<file path="config.mk">
export PLATFORM = sky130hd
export DESIGN_NAME = i2s_tx_serializer
export DESIGN_NICKNAME = d
export VERILOG_FILES = /design/src/rtl/i2s_tx_serializer.sv
export SDC_FILE = /design/constraint.sdc
export NUM_CORES = 1
export LEC_CHECK = 0
export CORE_UTILIZATION = 58
export DETAILED_ROUTE_END_ITERATION = 8
export GPL_ROUTABILITY_DRIVEN = 0
export PLACE_DENSITY_LB_ADDON = 0.05
export SLEW_MARGIN = 10
export SYNTH_ARGS = -nofsm -noshare
export SYNTH_HDL_FRONTEND = slang
export SYNTH_SLANG_ARGS = --single-unit
</file>
<file path="constraint.sdc">
create_clock -name pclk -period 9.35 [get_ports pclk]
set_input_delay 1.87 -clock pclk [delete_from_list [all_inputs] [get_ports pclk]]
set_output_delay 1.87 -clock pclk [all_outputs]
set_load 0.01 [all_outputs]
</file>
<file path="src/rtl/i2s_tx_serializer.sv">
// rtl/i2s_tx_serializer.sv - I2S master-transmit serializer (I2S, left- and right-justified)
module i2s_tx_serializer #(
    parameter int DW = 32
) (
    input  logic          pclk,
    input  logic          preset,
    input  logic          en,
    input  logic          sclk_fall_en,
    input  logic [1:0]    word_size,
    input  logic          frame_size,
    input  logic [1:0]    standard,
    input  logic [DW-1:0] fifo_rdata,
    input  logic          fifo_empty,
    output logic          fifo_rd_en,
    output logic          ws_o,
    output logic          sd_o,
    output logic          busy,
    output logic          underrun,
    input  logic          underrun_clr
);

    typedef enum logic [1:0] {
        IDLE = 2'd0,
        RUN  = 2'd1,
        STOP = 2'd2
    } state_t;

    state_t      state;
    logic [4:0]  bnext;
    logic        chnext;
    logic [1:0]  ws_q;
    logic [1:0]  std_q;
    logic        fs_q;
    logic [31:0] sreg;
    logic [31:0] samp;

    generate
        if (DW >= 32) begin : g_wide
            assign samp = fifo_rdata[31:0];
        end else begin : g_narrow
            assign samp = {{(32-DW){1'b0}}, fifo_rdata};
        end
    endgenerate

    logic        frame_start;
    logic        proc;
    logic        at_load;
    logic [1:0]  ws_e;
    logic [1:0]  std_e;
    logic        fs_e;
    logic [5:0]  fs_n;
    logic [5:0]  wl_n;
    logic [5:0]  ewl_n;
    logic [5:0]  load_b;
    logic [31:0] aligned;
    logic [31:0] mask;

    // Format fields come straight from the inputs on the frame-start strobe, else from the latch.
    always_comb begin
        frame_start = !chnext && (bnext == 5'd0);
        ws_e        = frame_start ? word_size  : ws_q;
        std_e       = frame_start ? standard   : std_q;
        fs_e        = frame_start ? frame_size : fs_q;
        fs_n        = fs_e ? 6'd32 : 6'd16;
        case (ws_e)
            2'b00:   wl_n = 6'd16;
            2'b01:   wl_n = 6'd24;
            default: wl_n = 6'd32;
        endcase
        ewl_n = (wl_n < fs_n) ? wl_n : fs_n;
        case (std_e)
            2'b01:   load_b = 6'd0;
            2'b10:   load_b = fs_n - ewl_n;
            default: load_b = 6'd1;
        endcase
        proc    = (state == IDLE) ? en : (en || !frame_start);
        at_load = proc && ({1'b0, bnext} == load_b);
        // MSB of the word lands in bit 31; bits past EWL are masked so they shift out as zeros.
        aligned = samp << (6'd32 - wl_n);
        mask    = ~(32'hFFFF_FFFF >> ewl_n);
    end

    assign fifo_rd_en = sclk_fall_en && at_load && !fifo_empty;
    assign busy       = (state != IDLE);

    always_ff @(posedge pclk) begin
        if (preset) begin
            state    <= IDLE;
            bnext    <= 5'd0;
            chnext   <= 1'b0;
            ws_q     <= 2'b00;
            std_q    <= 2'b00;
            fs_q     <= 1'b0;
            sreg     <= 32'h0;
            ws_o     <= 1'b0;
            sd_o     <= 1'b0;
            underrun <= 1'b0;
        end else begin
            if (sclk_fall_en && at_load && fifo_empty) begin
                underrun <= 1'b1;
            end else if (underrun_clr) begin
                underrun <= 1'b0;
            end

            if (sclk_fall_en && proc) begin
                state <= en ? RUN : STOP;
                ws_o  <= chnext;
                if (frame_start) begin
                    ws_q  <= word_size;
                    std_q <= standard;
                    fs_q  <= frame_size;
                end
                if (at_load) begin
                    sd_o <= !fifo_empty && aligned[31];
                    sreg <= fifo_empty ? 32'h0 : ((aligned & mask) << 1);
                end else begin
                    sd_o <= sreg[31];
                    sreg <= sreg << 1;
                end
                if ({1'b0, bnext} == (fs_n - 6'd1)) begin
                    bnext  <= 5'd0;
                    chnext <= !chnext;
                end else begin
                    bnext <= bnext + 5'd1;
                end
            end else if (sclk_fall_en) begin
                // Stopping at a left b=0: a pending I2S LSB still goes out on this strobe.
                state  <= IDLE;
                ws_o   <= 1'b0;
                sd_o   <= sreg[31];
                sreg   <= 32'h0;
                bnext  <= 5'd0;
                chnext <= 1'b0;
            end else if (state == RUN && !en) begin
                state <= STOP;
            end else if (state == STOP && en) begin
                state <= RUN;
            end
        end
    end

endmodule

</file>
==> out/qor.csv, run 1 <==
stage,metric,value,unit
detailed_routing,drc,0,
synthesis,yosysTopAreaCellShare,0.325,
global_route,track_usage,0.289,
critical_path,rrSetupSlack,4.69,ns
worst_hold_path,worstHoldStart,ws_o,
timing,drv_slew,0,
detailed_routing,final_antenna_net_count,0,
floorplanning,die_y,72.7,microns
cts,cts_buffers,5,
pwr,power_leakage,1.28,nW
placed_design,dp_hpwl,5150,microns
synthesis,synth_ff_type,dfxtp_1,
layout,fill_cells,387,
flow_run,cap_violations,0,
synthesis,ys_seq_area_frac,0.325,
timing,layout_setup_ws,1.86,ns
timing,layout_min_cycle_time,7.49,ns
global_route,grt_pass1_vias,2472,
cts,clk_latency,0.31,ns
cts,hold_buffers,0,
critical_path,cp-end-kind,primary output,
cts,tritoncts,yes,
placed_design,portBuffers,47,
critical_path,arrival,5.62,ns
cts,postCtsSetupBuffers,0,
synthesis,ys_seq_elements,47,
synthesis,yosys-top-cells-area,"dfxtp_1 32%, mux2i_1 9.7%, nor2_1 6.0%, a221o_1 5.5%, a211oi_1 4.4%",
placed_design,place_area,3360,sq um
layout,final_net_count,412,
synthesis,yosysTopAreaCell,dfxtp_1,
layout,areaGrowthSynthToFinish,19.5,%
timing,max_slew_margin,0.246,
critical_path,critPathMaxFanout,17,
detailed_routing,first_pass_iters,5,
synthesis,yosys.cell_count.top_type,dfxtp_1,
pwr,ir_drop,0.0000726,V
worst_hold_path,hold_path_class,flip-flop to flip-flop,
synthesis,ys_types,48,
cts,cts_resized,0,
timing,fin_crit_sh,0.801,
detailed_routing,routed_wirelength,7430,microns
detailed_routing,wl_per_cell,17.2,microns
layout,design_area,3460,sq um
layout,multi_input_area,1820,sq um
critical_path,crit_path_start_kind,input pin,
global_route,grt_max_degree,44,
synthesis,syn_area,2900,sq um
floorplanning,core-area,4750,sq um
layout,antenna_cells,0,
layout,post-route-util,0.728,
synthesis,synth_fp_nets,379,
outcome,status,"complete, no violations",
global_route,overflow,0,
timing,setup_tns,0,ns
critical_path,cp.required,7.48,ns
floorplanning,die_x,72.7,microns
layout,drive_gt1_frac,0.0656,
floorplanning,die-area,5280,sq um
pwr,pwr_density_cell,128,nW/um^2
timing,fmax,0.134,GHz
critical_path,r2r_start,bnext[0],
timing,rsz0062_at_grt,no,
global_route,antenna_found_initial,0,
timing,tightest_slew,1.13,ns
cts,clock_sinks,47,
detailed_routing,via_per_inst,6.23,
critical_path,critPathKind,input pin to primary output,
floorplanning,rows,25,
global_route,grt_pass1_wl,11900,microns
detailed_routing,via_count,2696,
cts,cts_buffer_depth,2,
cts,htree_num_levels,2,
timing,hold_viol,0,
synthesis,synthArstFlopShare,0,
critical_path,critPathLaunch,frame_size,
placed_design,place_ws,1.94,ns
cts,root_buffer,clkbuf_8,
floorplanning,start_util,0.609,
cts,path_clk_slew,0.09,ns
synthesis,synthCells,332,
synthesis,yosys-top-cells-count,"47 x dfxtp_1, 46 x nor2_1, 28 x mux2i_1",
timing,fin_skew,0.00705,ns
synthesis,ys_warn_count,0,
floorplanning,io_pins,48,
layout,regArea,941,sq um
synthesis,synth_edf_count,0,
synthesis,synth_area_per_cell,8.72,sq um
detailed_routing,first_iter_violations,273,
timing,finalSetupViolations,0,
## layer usage
layer  global-route usage  wire length [microns]  vias up
met4               0.0959                     99        0
met1                0.419                   3500     1262
met2                0.416                   3320       99
li1                     -                      -     1324
met3               0.0718                    506       11
met5                    0                      0        -
## worst max-delay path: stages
cell             delay [ns]
clkdlybuf4s50_1        0.54
nor2b_1                0.32
nand3_1                0.14
and2_1                 0.18
or2_2                  0.29
ha_1                   0.21
and2b_1                0.20
nor3b_4                0.16
a311oi_4               0.39
and2_1                 0.63
nor3_1                 0.16
clkdlybuf4s50_1        0.52
## sequential cells by signal (all words and copies together) (netlist names)
register  count
std_q         2
fs_q          1
sreg         31
state         2
chnext        1
ws_o          1
sd_o          1
underrun      1
ws_q          2
bnext         5
## final timing paths
kind,cells after the start,end
worst max-delay path,12,fifo_rd_en
worst min-delay path,2,ws_o
worst max register to register,13,sreg[20]
worst min register to register,2,ws_o
## cells by family (layout without fill, tap and decap cells)
logic type,after synthesis,after routing,share of synthesized area
AOI/OAI and AO/OA,97,97,0.274
and+or+nand+nor,123,123,0.225
muxes,29,29,0.105
adders and majority gates,4,4,0.0173
xor gates and xnor gates,1,1,0.00303
buffers and inverters,31,65,0.0506
DFF,47,47,0.325
## per-stage QoR
step / instances / hold WS [ns] / power (mW)
2_1_floorplan: 332 / 0.431 / 0.274
3_3_place_gp: 425 / 0.436 / 0.307
3_5_place_dp: 425 / 0.448 / 0.309
4_1_cts: 433 / 0.465 / 0.442
5_1_grt: 433 / 0.476 / 0.459
6_report: 433 / 0.460 / 0.442
## final cells by class
class,instances,share of cell area
clock inverter,2,0.00470
clock buffer,6,0.0239
tap,67,0.0242
timing repair buffer,50,0.142
sequential,47,0.272
multi-input combinational,254,0.525
inverter,7,0.00759
## power breakdown
part,internal [mW],switching (mW),leakage (nW)
Sequential,0.204,0.00378,0.380
Clock,0.0605,0.0754,0.0474
Combinational,0.0425,0.0556,0.849
Total,0.307,0.135,1.28
## layout by cell type (no fill, tap or decap), types with 2 or more instances in the layout
master           count
clkbuf_8             6
a211o_1              3
a31oi_1              8
nand3_1             15
a221o_1             16
nor2_1              46
a22oi_1              8
nor2b_1              3
nand3b_1             3
nand2_1             23
o2bb2ai_1            8
buf_4                3
clkdlybuf4s50_1     47
a222oi_1             8
nor3_1               4
dfxtp_1             47
a21o_1               2
and3_1               3
a211oi_1            17
ha_1                 4
nand2b_1             3
mux2i_1             28
and2_1              11
a21oi_1             11
o21ai_0              7
nand4b_1             2
inv_1                7
Power figures use the tool's default switching activity.
==> inputs of run 2 (changes only) <==
- CORE_UTILIZATION: 58 -> 48
- clock period: 9.35 -> 6.8 ns (I/O delays scaled with it)
==> out/qor.csv, run 2 (synthesized netlist as in run 1, its figures left out) <==
stage,metric,value,unit
cts,cts_buffer_depth,2,
detailed_routing,highest_layer,met4,
detailed_routing,via_count,2638,
layout,fill_cells,515,
layout,final_cell_mix,"47 x dfxtp_1, 47 x clkdlybuf4s50_1, 46 x nor2_1",
critical_path,critPathKind,input pin to primary output,
timing,finalSetupViolations,0,
detailed_routing,via_per_inst,6.00,
placed_design,place_area,3380,sq um
floorplanning,die_y,79.7,microns
detailed_routing,met1_length,3880,microns
layout,drive_gt1_frac,0.0707,
cts,postCtsSetupBuffers,0,
pwr,switching_share,0.289,
critical_path,rrSetupSlack,2.32,ns
critical_path,cp-end-kind,primary output,
timing,max_slew_margin,0.209,
cts,htree_num_levels,2,
timing,fin_skew,0.00806,ns
layout,largest_reg_flops,31,
layout,design_area,3500,sq um
layout,reg_top3,"sreg x31, bnext x5",
pwr,p_comb_frac,0.213,
cts,hold_buffers,0,
flow_run,cap_violations,0,
detailed_routing,wl_met3,290,microns
detailed_routing,routed_wirelength,7590,microns
worst_hold_path,hold_path_depth,2,
floorplanning,start_util,0.510,
floorplanning,die_x,79.7,microns
global_route,track_usage,0.245,
detailed_routing,final_antenna_net_count,0,
detailed_routing,wl_per_cell,17.2,microns
cts,tritoncts,yes,
detailed_routing,first_iter_violations,214,
timing,drv_slew,0,
floorplanning,rows,27,
cts,clk_latency,0.30,ns
pwr,p_switching,0.184,mW
critical_path,critPathMaxFanout,4,
global_route,grt_max_degree,44,
pwr,p_int,0.451,mW
detailed_routing,drc,0,
floorplanning,core-area,5680,sq um
layout,regMostFlops,sreg,
timing,fmax,0.169,GHz
layout,areaGrowthSynthToFinish,20.8,%
critical_path,r2r_cells,14,
cts,root_buffer,clkbuf_8,
critical_path,cp.required,5.44,ns
timing,layout_min_cycle_time,5.92,ns
layout,fin_cells,440,
layout,antenna_cells,0,
layout,post-route-util,0.616,
floorplanning,die-area,6350,sq um
timing,rsz0062_at_grt,no,
pwr,ir_drop,0.000105,V
pwr,p_seq_frac,0.451,
critical_path,arrival,4.56,ns
timing,tightest_slew,1.18,ns
cts,cts_buffers,5,
timing,fin_crit_sh,0.871,
pwr,pwr_density_cell,181,nW/um^2
placed_design,dp.cells,432,
global_route,grt_pass1_vias,2462,
critical_path,crit_path_start_kind,input pin,
floorplanning,io_pins,48,
worst_hold_path,hold_path_class,flip-flop to flip-flop,
global_route,antenna_found_initial,0,
timing,setup_tns,0,ns
timing,hold_viol,0,
detailed_routing,routed-wl-met2,3390,microns
pwr,power_frac_clock,0.336,
layout,final_net_count,414,
pwr,power_leakage,1.29,nW
cts,path_clk_slew,0.09,ns
outcome,status,"complete, no violations",
placed_design,portBuffers,47,
detailed_routing,first_pass_iters,5,
cts,clock_sinks,47,
global_route,overflow,0,
global_route,grt_pass1_wl,12000,microns
placed_design,dp_hpwl,5280,microns
cts,cts_resized,0,
==> run 2: cell count changes in the layout (fill, tap and decap cells not counted) <==
cell       delta
buf_4         +2
bufinv_16     +1
clkbuf_8      -1
clkinv_4      -1
inv_6         +1
==> run 2: path summary, 6_finish.rpt <==
kind	to	start
min reg2reg	ws_o	ws_o
max reg2reg	sreg[17]	bnext[0]
min	ws_o	ws_o
max	fifo_rd_en	frame_size
==> run 2: power groups by stage <==
| stage | Sequential [mW] | Clock, mW | Combinational (mW) |
|---|---|---|---|
| 2_1_floorplan | 0.291 | 0 | 0.0859 |
| 3_3_place_gp | 0.292 | 0 | 0.133 |
| 3_5_place_dp | 0.293 | 0 | 0.134 |
| 4_1_cts | 0.286 | 0.217 | 0.135 |
| 5_1_grt | 0.287 | 0.231 | 0.147 |
| 6_report | 0.286 | 0.213 | 0.136 |
==> run 2: area by class of cell <==
type	instances	area (sq um)	area share
Sequential cell	47	941	0.269
Multi-Input combinational cell	254	1820	0.520
Inverter	7	26.3	0.00751
Clock inverter	3	46.3	0.0132
Timing Repair Buffer	52	508	0.145
Tap cell	72	90.1	0.0258
Clock buffer	5	68.8	0.0197
==> run 2: metrics by stage <==
| step | worst slack, ns | total power, mW | hold slack [ns] |
|---|---|---|---|
| CTS | 0.911 | 0.638 | 0.471 |
| finish | 0.877 | 0.635 | 0.467 |
| global placement | 0.976 | 0.425 | 0.441 |
| global route | 0.751 | 0.665 | 0.495 |
| floorplan | 1.83 | 0.377 | 0.431 |
| detailed placement | 0.944 | 0.427 | 0.451 |
==> run 2: worst max-delay path, cell delays in order <==
cell	delay [ns]
clkdlybuf4s50_1	0.53
nor2b_1	0.31
nand3_1	0.14
and2_1	0.18
or2_2	0.29
ha_1	0.21
and2b_1	0.20
nor3b_4	0.17
a311oi_4	0.38
and2_1	0.21
nor3_1	0.07
clkdlybuf4s50_1	0.50
==> run 2: per-layer routing <==
metal  global-route usage  vias up
met5                    0        -
met4               0.0473        0
met3               0.0457        2
met2                0.356       52
met1                0.373     1252
li1                     -     1332
==> inputs of run 3 (changes only) <==
- CORE_MARGIN: not set -> 2
==> out/qor.csv, run 3 (synthesized netlist as in run 1, its figures left out) <==
stage,metric,value,unit
timing,drv_slew,0,
pwr,pwr_density_cell,172,nW/um^2
placed_design,place_area,3390,sq um
floorplanning,core-area,5890,sq um
timing,tightest_slew,1.12,ns
pwr,switching_share,0.294,
cts,postCtsSetupBuffers,0,
detailed_routing,first_pass_iters,5,
floorplanning,die-area,6670,sq um
layout,final_cell_mix,"47 x dfxtp_1, 47 x clkdlybuf4s50_1, 46 x nor2_1",
pwr,ir_drop,0.000120,V
timing,fin_hold_ws,0.460,ns
worst_hold_path,hold_path_depth,2,
timing,max_slew_margin,0.251,
detailed_routing,via_per_inst,6.02,
critical_path,reg2reg_to,sreg[27],
critical_path,r2r_cells,14,
timing,setup_tns,0,ns
placed_design,place_ws,0.971,ns
timing,layout_setup_ws,0.932,ns
global_route,grt_max_degree,44,
detailed_routing,via_count,2666,
placed_design,dp_hpwl,5320,microns
cts,path_clk_slew,0.09,ns
worst_hold_path,worstHoldStart,sd_o,
flow_run,cap_violations,0,
pwr,p_comb_frac,0.225,
global_route,grt_pass1_vias,2377,
layout,fill_cells,548,
cts,clock_sinks,47,
layout,final_net_count,414,
cts,htree_num_levels,2,
layout,regMostFlops,sreg,
critical_path,crit_path_start_kind,input pin,
layout,drive_gt1_frac,0.0679,
critical_path,arrival,4.51,ns
timing,rsz0062_at_grt,no,
cts,cts_buffer_depth,2,
floorplanning,die_y,81.7,microns
pwr,p_seq_frac,0.476,
timing,fin_crit_sh,0.863,
floorplanning,start_util,0.492,
critical_path,critPathMaxFanout,4,
pwr,p_switching,0.177,mW
critical_path,r2r_start,bnext[0],
detailed_routing,drc,0,
pwr,power_leakage,1.29,nW
detailed_routing,final_antenna_net_count,0,
timing,fin_skew,0.00633,ns
critical_path,rrSetupSlack,2.30,ns
cts,root_buffer,clkbuf_8,
cts,clk_latency,0.30,ns
outcome,status,"complete, no violations",
timing,layout_min_cycle_time,5.87,ns
floorplanning,rows,28,
cts,cts_resized,0,
detailed_routing,first_iter_violations,249,
detailed_routing,wl_per_cell,16.8,microns
timing,hold_viol,0,
cts,hold_buffers,0,
worst_hold_path,hold_end,sd_o,
layout,design_area,3480,sq um
floorplanning,io_pins,48,
critical_path,cp-end-kind,primary output,
critical_path,critPathKind,input pin to primary output,
placed_design,portBuffers,47,
floorplanning,die_x,81.7,microns
timing,fmax,0.170,GHz
timing,finalSetupViolations,0,
global_route,antenna_found_initial,0,
global_route,overflow,0,
worst_hold_path,hold_path_class,flip-flop to flip-flop,
layout,reg_top3,"sreg x31, bnext x5",
layout,areaGrowthSynthToFinish,20.3,%
pwr,power_frac_clock,0.299,
global_route,grt_pass1_wl,11800,microns
global_route,track_usage,0.228,
detailed_routing,routed_wirelength,7450,microns
layout,antenna_cells,0,
layout,largest_reg_flops,31,
cts,tritoncts,yes,
layout,post-route-util,0.592,
critical_path,cp.required,5.44,ns
cts,cts_buffers,5,
pwr,p_int,0.424,mW
run 3: cell count changes in the layout (fill, tap and decap cells not counted):
| cell | previous run | this run |
|---|---|---|
| clkbuf_8 | 5 | 6 |
| clkinv_4 | 0 | 1 |
| clkinvlp_4 | 1 | 0 |
| bufinv_16 | 1 | 0 |
| clkbuf_1 | 0 | 1 |
| inv_6 | 1 | 0 |
run 3: how the worst max path moves through the flow:
| stage | cells after the start | slack [ns] | startpoint | end |
|---|---|---|---|---|
| 6_report | 12 | 0.93 | frame_size | fifo_rd_en |
| 5_1_grt | 12 | 0.75 | frame_size | fifo_rd_en |
| 4_1_cts | 12 | 0.94 | frame_size | fifo_rd_en |
| 3_5_place_dp | 12 | 0.97 | frame_size | fifo_rd_en |
| 3_3_place_gp | 12 | 0.98 | frame_size | fifo_rd_en |
| 2_1_floorplan | 12 | 1.83 | frame_size | fifo_rd_en |
run 3: critical path, stage by stage:
cell,delay (ns)
clkdlybuf4s50_1,0.51
nor2b_1,0.30
nand3_1,0.14
and2_1,0.18
or2_2,0.29
ha_1,0.21
and2b_1,0.20
nor3b_4,0.17
a311oi_4,0.37
and2_1,0.21
nor3_1,0.06
clkdlybuf4s50_1,0.50
run 3: area by class of cell:
type                    count  area (sq um)  share of cell area
multi-input cells         254          1820               0.522
flip-flops and latches     47           941               0.270
repair buffers             52           508               0.146
well taps                  75          93.8              0.0269
clock buffers               7          86.3              0.0248
inverters                   7          26.3             0.00755
clock inverters             1          8.76             0.00252
run 3: routing by layer:
layer  GRT usage  part of all wire  up-vias
met5           0                 0        -
met4      0.0583             0.011        0
met3      0.0538             0.068        9
met2       0.326              0.44       93
met1       0.340              0.48     1231
li1            -                 -     1333
run 3: power groups by stage:
stage / registers, mW / clock network, mW / logic [mW]
after floorplan: 0.291 / 0 / 0.0859
after global placement: 0.292 / 0 / 0.133
after detailed placement: 0.292 / 0 / 0.134
after CTS: 0.286 / 0.184 / 0.134
after global routing: 0.287 / 0.196 / 0.147
final: 0.286 / 0.179 / 0.135
run 3: metrics by stage:
stage | instances | total power, mW
floorplan | 332 | 0.377
global placement | 435 | 0.425
detailed placement | 435 | 0.426
CTS | 443 | 0.604
global route | 443 | 0.631
finish | 443 | 0.600
